File: src/rtl/logic_reduce_stream.sv
// Folds a burst of words into one word with AND/NAND/OR/XOR and returns the
// result, the beat count and an overflow flag on a valid/ready output.
module logic_reduce_stream #(
    parameter int WIDTH   = 16,
    parameter int MAX_LEN = 8,
    localparam int CW     = $clog2(MAX_LEN + 1)
) (
    input  logic             i_clk,
    input  logic             i_reset,
    input  logic             i_in_valid,
    output logic             o_in_ready,
    input  logic [WIDTH-1:0] i_in_data,
    input  logic             i_in_last,
    input  logic [1:0]       i_op,
    output logic             o_out_valid,
    input  logic             i_out_ready,
    output logic [WIDTH-1:0] o_out_data,
    output logic [CW-1:0]    o_out_count,
    output logic             o_out_overflow
);

    typedef enum logic [1:0] {IDLE, ACCUM, DRAIN, HOLD} state_t;

    localparam logic [1:0] OP_NAND = 2'b01;
    localparam logic [1:0] OP_OR   = 2'b10;
    localparam logic [1:0] OP_XOR  = 2'b11;

    state_t           r_state;
    state_t           w_next;
    logic [WIDTH-1:0] r_acc;
    logic [CW-1:0]    r_cnt;
    logic [1:0]       r_op;
    logic             r_ovf;

    logic             w_accept;
    logic [CW-1:0]    w_cnt_inc;
    logic             w_at_max;
    logic [WIDTH-1:0] w_fold;

    assign w_accept  = i_in_valid && o_in_ready;
    assign w_cnt_inc = r_cnt + CW'(1);
    assign w_at_max  = (w_cnt_inc == CW'(MAX_LEN));

    // NAND folds as AND; the inversion is applied only on the way out.
    always_comb begin
        w_fold = r_acc & i_in_data;
        case (r_op)
            OP_OR:   w_fold = r_acc | i_in_data;
            OP_XOR:  w_fold = r_acc ^ i_in_data;
            default: w_fold = r_acc & i_in_data;
        endcase
    end

    always_comb begin
        w_next         = r_state;
        o_in_ready     = 1'b1;
        o_out_valid    = 1'b0;
        o_out_data     = '0;
        o_out_count    = '0;
        o_out_overflow = 1'b0;
        case (r_state)
            IDLE: begin
                if (w_accept) begin
                    if (i_in_last)         w_next = HOLD;
                    else if (MAX_LEN == 1) w_next = DRAIN;
                    else                   w_next = ACCUM;
                end
            end
            ACCUM: begin
                if (w_accept) begin
                    if (i_in_last)     w_next = HOLD;
                    else if (w_at_max) w_next = DRAIN;
                end
            end
            DRAIN: begin
                if (w_accept && i_in_last) w_next = HOLD;
            end
            HOLD: begin
                o_in_ready     = 1'b0;
                o_out_valid    = 1'b1;
                o_out_data     = (r_op == OP_NAND) ? ~r_acc : r_acc;
                o_out_count    = r_cnt;
                o_out_overflow = r_ovf;
                if (i_out_ready) w_next = IDLE;
            end
            default: w_next = IDLE;
        endcase
    end

    always_ff @(posedge i_clk) begin
        if (i_reset) begin
            r_state <= IDLE;
            r_acc   <= '0;
            r_cnt   <= '0;
            r_op    <= '0;
            r_ovf   <= 1'b0;
        end else begin
            r_state <= w_next;
            if (w_accept) begin
                case (r_state)
                    IDLE: begin
                        r_acc <= i_in_data;
                        r_cnt <= CW'(1);
                        r_op  <= i_op;
                        r_ovf <= !i_in_last && (MAX_LEN == 1);
                    end
                    ACCUM: begin
                        r_acc <= w_fold;
                        r_cnt <= w_cnt_inc;
                        r_ovf <= !i_in_last && w_at_max;
                    end
                    default: ;
                endcase
            end
        end
    end

endmodule
File: config.mk
export PLATFORM = sky130hd
export DESIGN_NAME = logic_reduce_stream
export DESIGN_NICKNAME = d
export VERILOG_FILES = /design/src/rtl/logic_reduce_stream.sv
export SDC_FILE = /design/constraint.sdc
export NUM_CORES = 1
export LEC_CHECK = 0
export CORE_ASPECT_RATIO = 0.7
export CORE_MARGIN = 4
export CORE_UTILIZATION = 39
export CTS_CLUSTER_SIZE = 12
export DETAILED_ROUTE_END_ITERATION = 8
export DONT_BUFFER_PORTS = 1
export PLACE_DENSITY = 0.63
export SYNTH_ARGS = -nofsm -noshare
export SYNTH_HDL_FRONTEND = slang
export SYNTH_SLANG_ARGS = --single-unit
File: constraint.sdc
create_clock -name i_clk -period 1.91 [get_ports i_clk]
set_input_delay 0.382 -clock i_clk [delete_from_list [all_inputs] [get_ports i_clk]]
set_output_delay 0.382 -clock i_clk [all_outputs]
set_load 0.02 [all_outputs]
==> impl_metrics.tcl, run 1 <==
set metrics [dict create \
    status "finished, final reports clean" \
    grt_use_total 0.165 \
    cts_hold_buf 0 \
    drc 0 \
    maxSlewHeadroom 0.734 \
    grt_pass1_wl_um 9950 \
    fin_skew_ps 8.12 \
    gp_congestion 0.797 \
    synth_ff_type "dfxtp_1" \
    die_w_um 102 \
    drive_gt1_frac 0.144 \
    clk_path_buf_depth 2 \
    dp_cells 396 \
    cap_viol_max_count 0 \
    clock_power_share 0.127 \
    max_clock_freq_ghz 0.541 \
    whs_ps 160 \
    syn_area_per_cell_um2 7.73 \
    synth_top_area_cell "dfxtp_1" \
    synth_seq_cells 25 \
    wl_per_cell_um 15.0 \
    p_sw_mw 1.13 \
    die_h_um 74.0 \
    power_leakage_nw 1.10 \
    maxSlewViolCount 0 \
    nets 389 \
    dp_hpwl_um 4380 \
    yosysWarnings 0 \
    post-route-period-util 0.967 \
    cts_tree "yes" \
    grt-ovfl-total 0 \
    combPwrFrac 0.558 \
    critPathLaunchType "flip-flop" \
    diodes 0 \
    worst_pin_slew_ps 398 \
    hp-class "input port to flip-flop" \
    antenna_found_initial 0 \
    insertion_delay_ps 280 \
    cts_max_level 1 \
    yosysSeqAreaShare 0.206 \
    firstDrtPassIters 4 \
    internal_power_mw 1.45 \
    wirelength_um 6020 \
    setup_viol 0 \
    netlist_top_cells_area "dfxtp_1, ha_1, nor2b_1" \
    fin_crit_ps 1850 \
    row_count 23 \
    sw_frac_of_total 0.438 \
    drtAntennaViolNets 0 \
    ys_types 42 \
    ff2ff_path_depth 6 \
    final_hold_viol_count 0 \
    peakVddDrop_mv 0.408 \
    grt_pass1_vias 2022 \
    synth_top_cell_area_share 0.206 \
    portBuffers 0 \
    finalNonFillerCells 402 \
    synth-async-reset-ratio 0 \
    cts.sinks 25 \
    ctsRootBufferMaster "clkbuf_8" \
    synth_edf_count 0 \
    end_kind "output port" \
    grt_setup_unrepaired "no" \
    p_per_area_mw_per_mm2 949 \
    start_util 0.413 \
    hold_depth 1 \
    final.setup.worst_slack_ps 62.1 \
    arrival_ps 1470 \
    syn_to_final_growth_pct 12.4 \
    via_count 2112 \
    path_max_fanout 14 \
    setup.worst_path.class "flip-flop to output port" \
    cp_data_required_time_ps 1530 \
    via_per_inst 5.25 \
    p_seq_frac 0.314 \
    clk_pin_slew_ps 100 \
    grt_max_degree 34 \
    core_mm2 0.00587 \
    num_io_pins 46 \
    synth_nets 375 \
    detailedPlace.worstSlack_ps 85.4 \
    drtIter0Drc 47 \
    cts_made_buffers 3 \
    die-area_mm2 0.00757 \
    syn-instance-count 314 \
    netlist_area_mm2 0.00243 \
]
==> what timing repair did <==
item | in CTS | in global routing
buffers inserted | 2 | 0
resized for setup | 4 | 6
pin swaps | 0 | 0
setup endpoints to repair | 12 | 31
==> cells in the final DEF, fill, tap and decap left out, types with 2 or more instances in the layout <==
cell      Yosys  routed
clkbuf_8      0       3
nor2_2        3       3
nand3b_1      2       2
buf_4         3      26
a21oi_1      18      18
dfxtp_4       0       2
a31oi_1       5       5
ha_1         38      36
o211ai_1     12      12
dfxtp_1      25      23
o311ai_1     11      11
inv_1        37      36
nor2_1       29      29
mux2i_1       3       3
or2_1         6       5
xnor2_1      16      16
and2_1        5       5
o221ai_1      5       5
nor2b_1      23      22
nand2_1      24      24
nand3_1       2       2
nand2b_1     13      13
==> power groups by stage <==
| stage | combinational [mW] | clock [mW] | sequential [mW] |
|---|---|---|---|
| after floorplan | 1.12 | 0 | 0.777 |
| after global placement | 1.38 | 0 | 0.803 |
| after detailed placement | 1.43 | 0 | 0.810 |
| after CTS | 1.45 | 0.337 | 0.806 |
| after global routing | 1.64 | 0.356 | 0.837 |
| final | 1.45 | 0.330 | 0.814 |
==> path summary, 6_finish.rpt <==
kind,slack (ps),startpoint,endpoint
worst max-delay path,60,r_state[0]$_SDFFE_PP0P_,o_out_data[15]
worst min register to register,450,r_ovf$_SDFFE_PP0P_,r_ovf$_SDFFE_PP0P_
worst max register to register,170,r_state[1]$_SDFFE_PP0P_,r_state[1]$_SDFFE_PP0P_
worst min-delay path,160,i_reset,r_op[1]$_SDFFE_PP0P_
==> logic make-up (layout without fill, tap and decap cells) <==
kind of cell               Yosys count  after routing  synth area share
and+or+nand+nor                    109            109             0.229
AOI/OAI and AO/OA                   64             64             0.191
buffers and inverters               57             70            0.0984
adders and majority gates           38             38             0.196
DFF                                 25             25             0.206
xor gates and xnor gates            16             16            0.0577
muxes                                5              5            0.0216
==> routing by layer <==
metal / vias to the layer above / track usage / share of wire
met5: - / 0 / 0
li1: 1074 / - / -
met4: 0 / 0.0204 / 0.0022
met3: 2 / 0.0422 / 0.066
met1: 989 / 0.218 / 0.47
met2: 47 / 0.281 / 0.46
==> cell usage after synthesis, types with 6 or more instances <==
cell and count:
nand2b_1 13, ha_1 38, xnor2_1 16, o311ai_1 11, inv_1 37, nor2_1 29
dfxtp_1 25, a21oi_1 18, clkbuf_1 8, or2_1 6, nand2_1 24, nor2b_1 23
o211ai_1 12
==> metrics by stage <==
stage	area [µm²]	setup TNS (ps)	utilization	power [mW]
floorplan	2430	-534	-	1.90
global placement	2640	0	0.449	2.18
detailed placement	2640	0	0.449	2.24
CTS	2710	0	0.462	2.59
global route	2730	0	0.465	2.84
finish	2730	0	0.465	2.59
==> final cells by class <==
cell class | count | area, µm²
Clock buffer | 3 | 41.3
Multi-Input combinational cell | 232 | 1710
Timing Repair Buffer | 28 | 226
Inverter | 38 | 146
Tap cell | 75 | 93.8
Fill cell | 592 | 3140
Sequential cell | 25 | 508
Clock inverter | 1 | 5.00
==> worst max-delay path, cell delays in order (launching register included) <==
cell and delay (ps):
dfxtp_4 380, ha_4 180, clkinvlp_4 140, buf_12 170
nor2_1 150, buf_4 160
==> sequential cells by signal (all words and copies together), names as in the netlist <==
signal / cells
r_cnt: 4
r_op: 2
r_acc: 16
r_ovf: 1
r_state: 2
No activity file was read; power rests on OpenSTA's default activity.
==> inputs of run 2 (changes only) <==
- CORE_MARGIN: 4 -> 8
- HOLD_SLACK_MARGIN: not set -> 0.03
==> run 2 against run 1 <==
- power shrank 0.84%
- combinational power about the same
- final cell count grew 1.2%
- register-to-register slack better by 40 ps
- sequential share of layout area fell by 0.081 points
- non-clock buffer count grew 2
- design area down 0.55%
- first-iteration DRC count increased by 140%
- setup slack better by 64 ps
- sequential power barely moved
==> impl_metrics.tcl, run 2 (synthesized netlist as in run 1, its figures left out) <==
set metrics [dict create \
    fin_skew_ps 2.05 \
    drtIter0Drc 112 \
    num_io_pins 46 \
    cts_max_level 1 \
    status "finished, final reports clean" \
    p_seq_frac 0.317 \
    grt-ovfl-total 0 \
    start_util 0.396 \
    r2r-start "r_state[0]$_SDFFE_PP0P_" \
    total_power_mw 2.57 \
    row_count 24 \
    clk_path_buf_depth 2 \
    largestRegisters "r_acc (16), r_cnt (4)" \
    grt_max_degree 34 \
    maxSlewViolCount 0 \
    die-area_mm2 0.00904 \
    nFillCells 620 \
    cts_made_buffers 3 \
    internal_power_mw 1.45 \
    grt_pass1_wl_um 9900 \
    drtAntennaViolNets 0 \
    dp_hpwl_um 4420 \
    setup.worst_path.class "flip-flop to output port" \
    grt_setup_unrepaired "no" \
    core_mm2 0.00613 \
    largest_register_ffs 16 \
    tns_ps 0 \
    final_common_cell "inv_1" \
    cts.sinks 25 \
    drive_gt1_frac 0.146 \
    antenna_found_initial 0 \
    post-route-cell-area_mm2 0.00271 \
    cts_hold_buf 0 \
    nets 391 \
    rr_endpoint "r_acc[5]$_SDFFE_PP0P_" \
    gp_congestion 0.776 \
    hp-class "input port to flip-flop" \
    cap_viol_max_count 0 \
    via_per_inst 5.14 \
    critPathLaunchType "flip-flop" \
    cts_tree "yes" \
    p_per_area_mw_per_mm2 946 \
    post-route-period-util 0.934 \
    fin_crit_ps 1780 \
    r2r_slack_ps 210 \
    regMostFlops "r_acc" \
    clock_power_share 0.123 \
    final_hold_viol_count 0 \
    setup_viol 0 \
    die_h_um 82.0 \
    wirelength_um 6050 \
    insertion_delay_ps 270 \
    cp_data_required_time_ps 1530 \
    crit_start "r_state[1]$_SDFFE_PP0P_" \
    whs_ps 175 \
    power_leakage_nw 1.10 \
    sw_frac_of_total 0.437 \
    grt_pass1_vias 2033 \
    finalNonFillerCells 407 \
    syn_to_final_growth_pct 11.8 \
    die_w_um 110 \
    combPwrFrac 0.560 \
    dp_cells 403 \
    worst_pin_slew_ps 406 \
    maxSlewHeadroom 0.729 \
    placed_area_mm2 0.00266 \
    via_count 2093 \
    diodes 0 \
    portBuffers 0 \
    cp-endpoint "o_out_data[14]" \
    firstDrtPassIters 4 \
    ctsRootBufferMaster "clkbuf_8" \
    path_max_fanout 10 \
    grt_use_total 0.136 \
    arrival_ps 1400 \
    mostFrequentLayoutCells "inv_1, ha_1, buf_4" \
    drc 0 \
    clk_pin_slew_ps 90 \
    p_sw_mw 1.12 \
    peakVddDrop_mv 0.413 \
    max_clock_freq_ghz 0.561 \
    wl_per_cell_um 14.9 \
    end_kind "output port" \
    ff2ff_path_depth 7 \
]
-- run 2: cell count changes in the layout (fill, tap and decap cells not counted), moves of 2 or more --
cell	change
buf_4	+4
dfxtp_2	+2
dfxtp_4	-2
nor2_1	-2
nor2_2	+2
-- run 2: what timing repair did --
item                       CTS  global route
buffers inserted             0             0
setup endpoints to repair    0            21
gates resized for setup      0             6
-- run 2: area by class of cell --
class / count / area, µm² / area share
Multi-Input combinational cell: 232 / 1700 / 0.627
Clock buffer: 4 / 45.0 / 0.0166
Timing Repair Buffer: 30 / 225 / 0.0830
Inverter: 38 / 143 / 0.0526
Sequential cell: 25 / 503 / 0.185
Tap cell: 78 / 97.6 / 0.0360
-- run 2: layer usage --
metal  part of all wire  global-route usage
met1               0.49               0.174
met2               0.44               0.221
met3              0.060              0.0400
met4             0.0068              0.0318
met5                  0                   0
-- run 2: power by group through the flow --
stage | clock [mW] | sequential, mW | combinational (mW)
after CTS | 0.325 | 0.804 | 1.43
after global placement | 0 | 0.810 | 1.39
after detailed placement | 0 | 0.816 | 1.42
after floorplan | 0 | 0.777 | 1.12
final | 0.317 | 0.813 | 1.44
after global routing | 0.345 | 0.836 | 1.61
-- run 2: through the flow --
step | worst slack, ps | util
final | 126 | 0.443
after global routing | 23.1 | 0.443
after CTS | 24.0 | 0.441
after detailed placement | 131 | 0.434
after global placement | 223 | 0.434
after floorplan | -59.4 | -
-- run 2: how the worst min path moves through the flow --
| stage | start | end | depth (start not counted) |
|---|---|---|---|
| after floorplan | r_ovf$_SDFFE_PP0P_ | r_ovf$_SDFFE_PP0P_ | 2 |
| after global placement | i_reset | r_acc[5]$_SDFFE_PP0P_ | 1 |
| after detailed placement | r_ovf$_SDFFE_PP0P_ | r_ovf$_SDFFE_PP0P_ | 2 |
| after CTS | i_reset | r_ovf$_SDFFE_PP0P_ | 1 |
| after global routing | i_reset | r_acc[13]$_SDFFE_PP0P_ | 1 |
| final | i_reset | r_acc[0]$_SDFFE_PP0P_ | 1 |
-- run 2: critical path, cell delays in order (launching register included) --
cell     delay (ps)
dfxtp_2         370
ha_2            210
inv_1            90
buf_4           190
nor2_1          120
buf_4           150
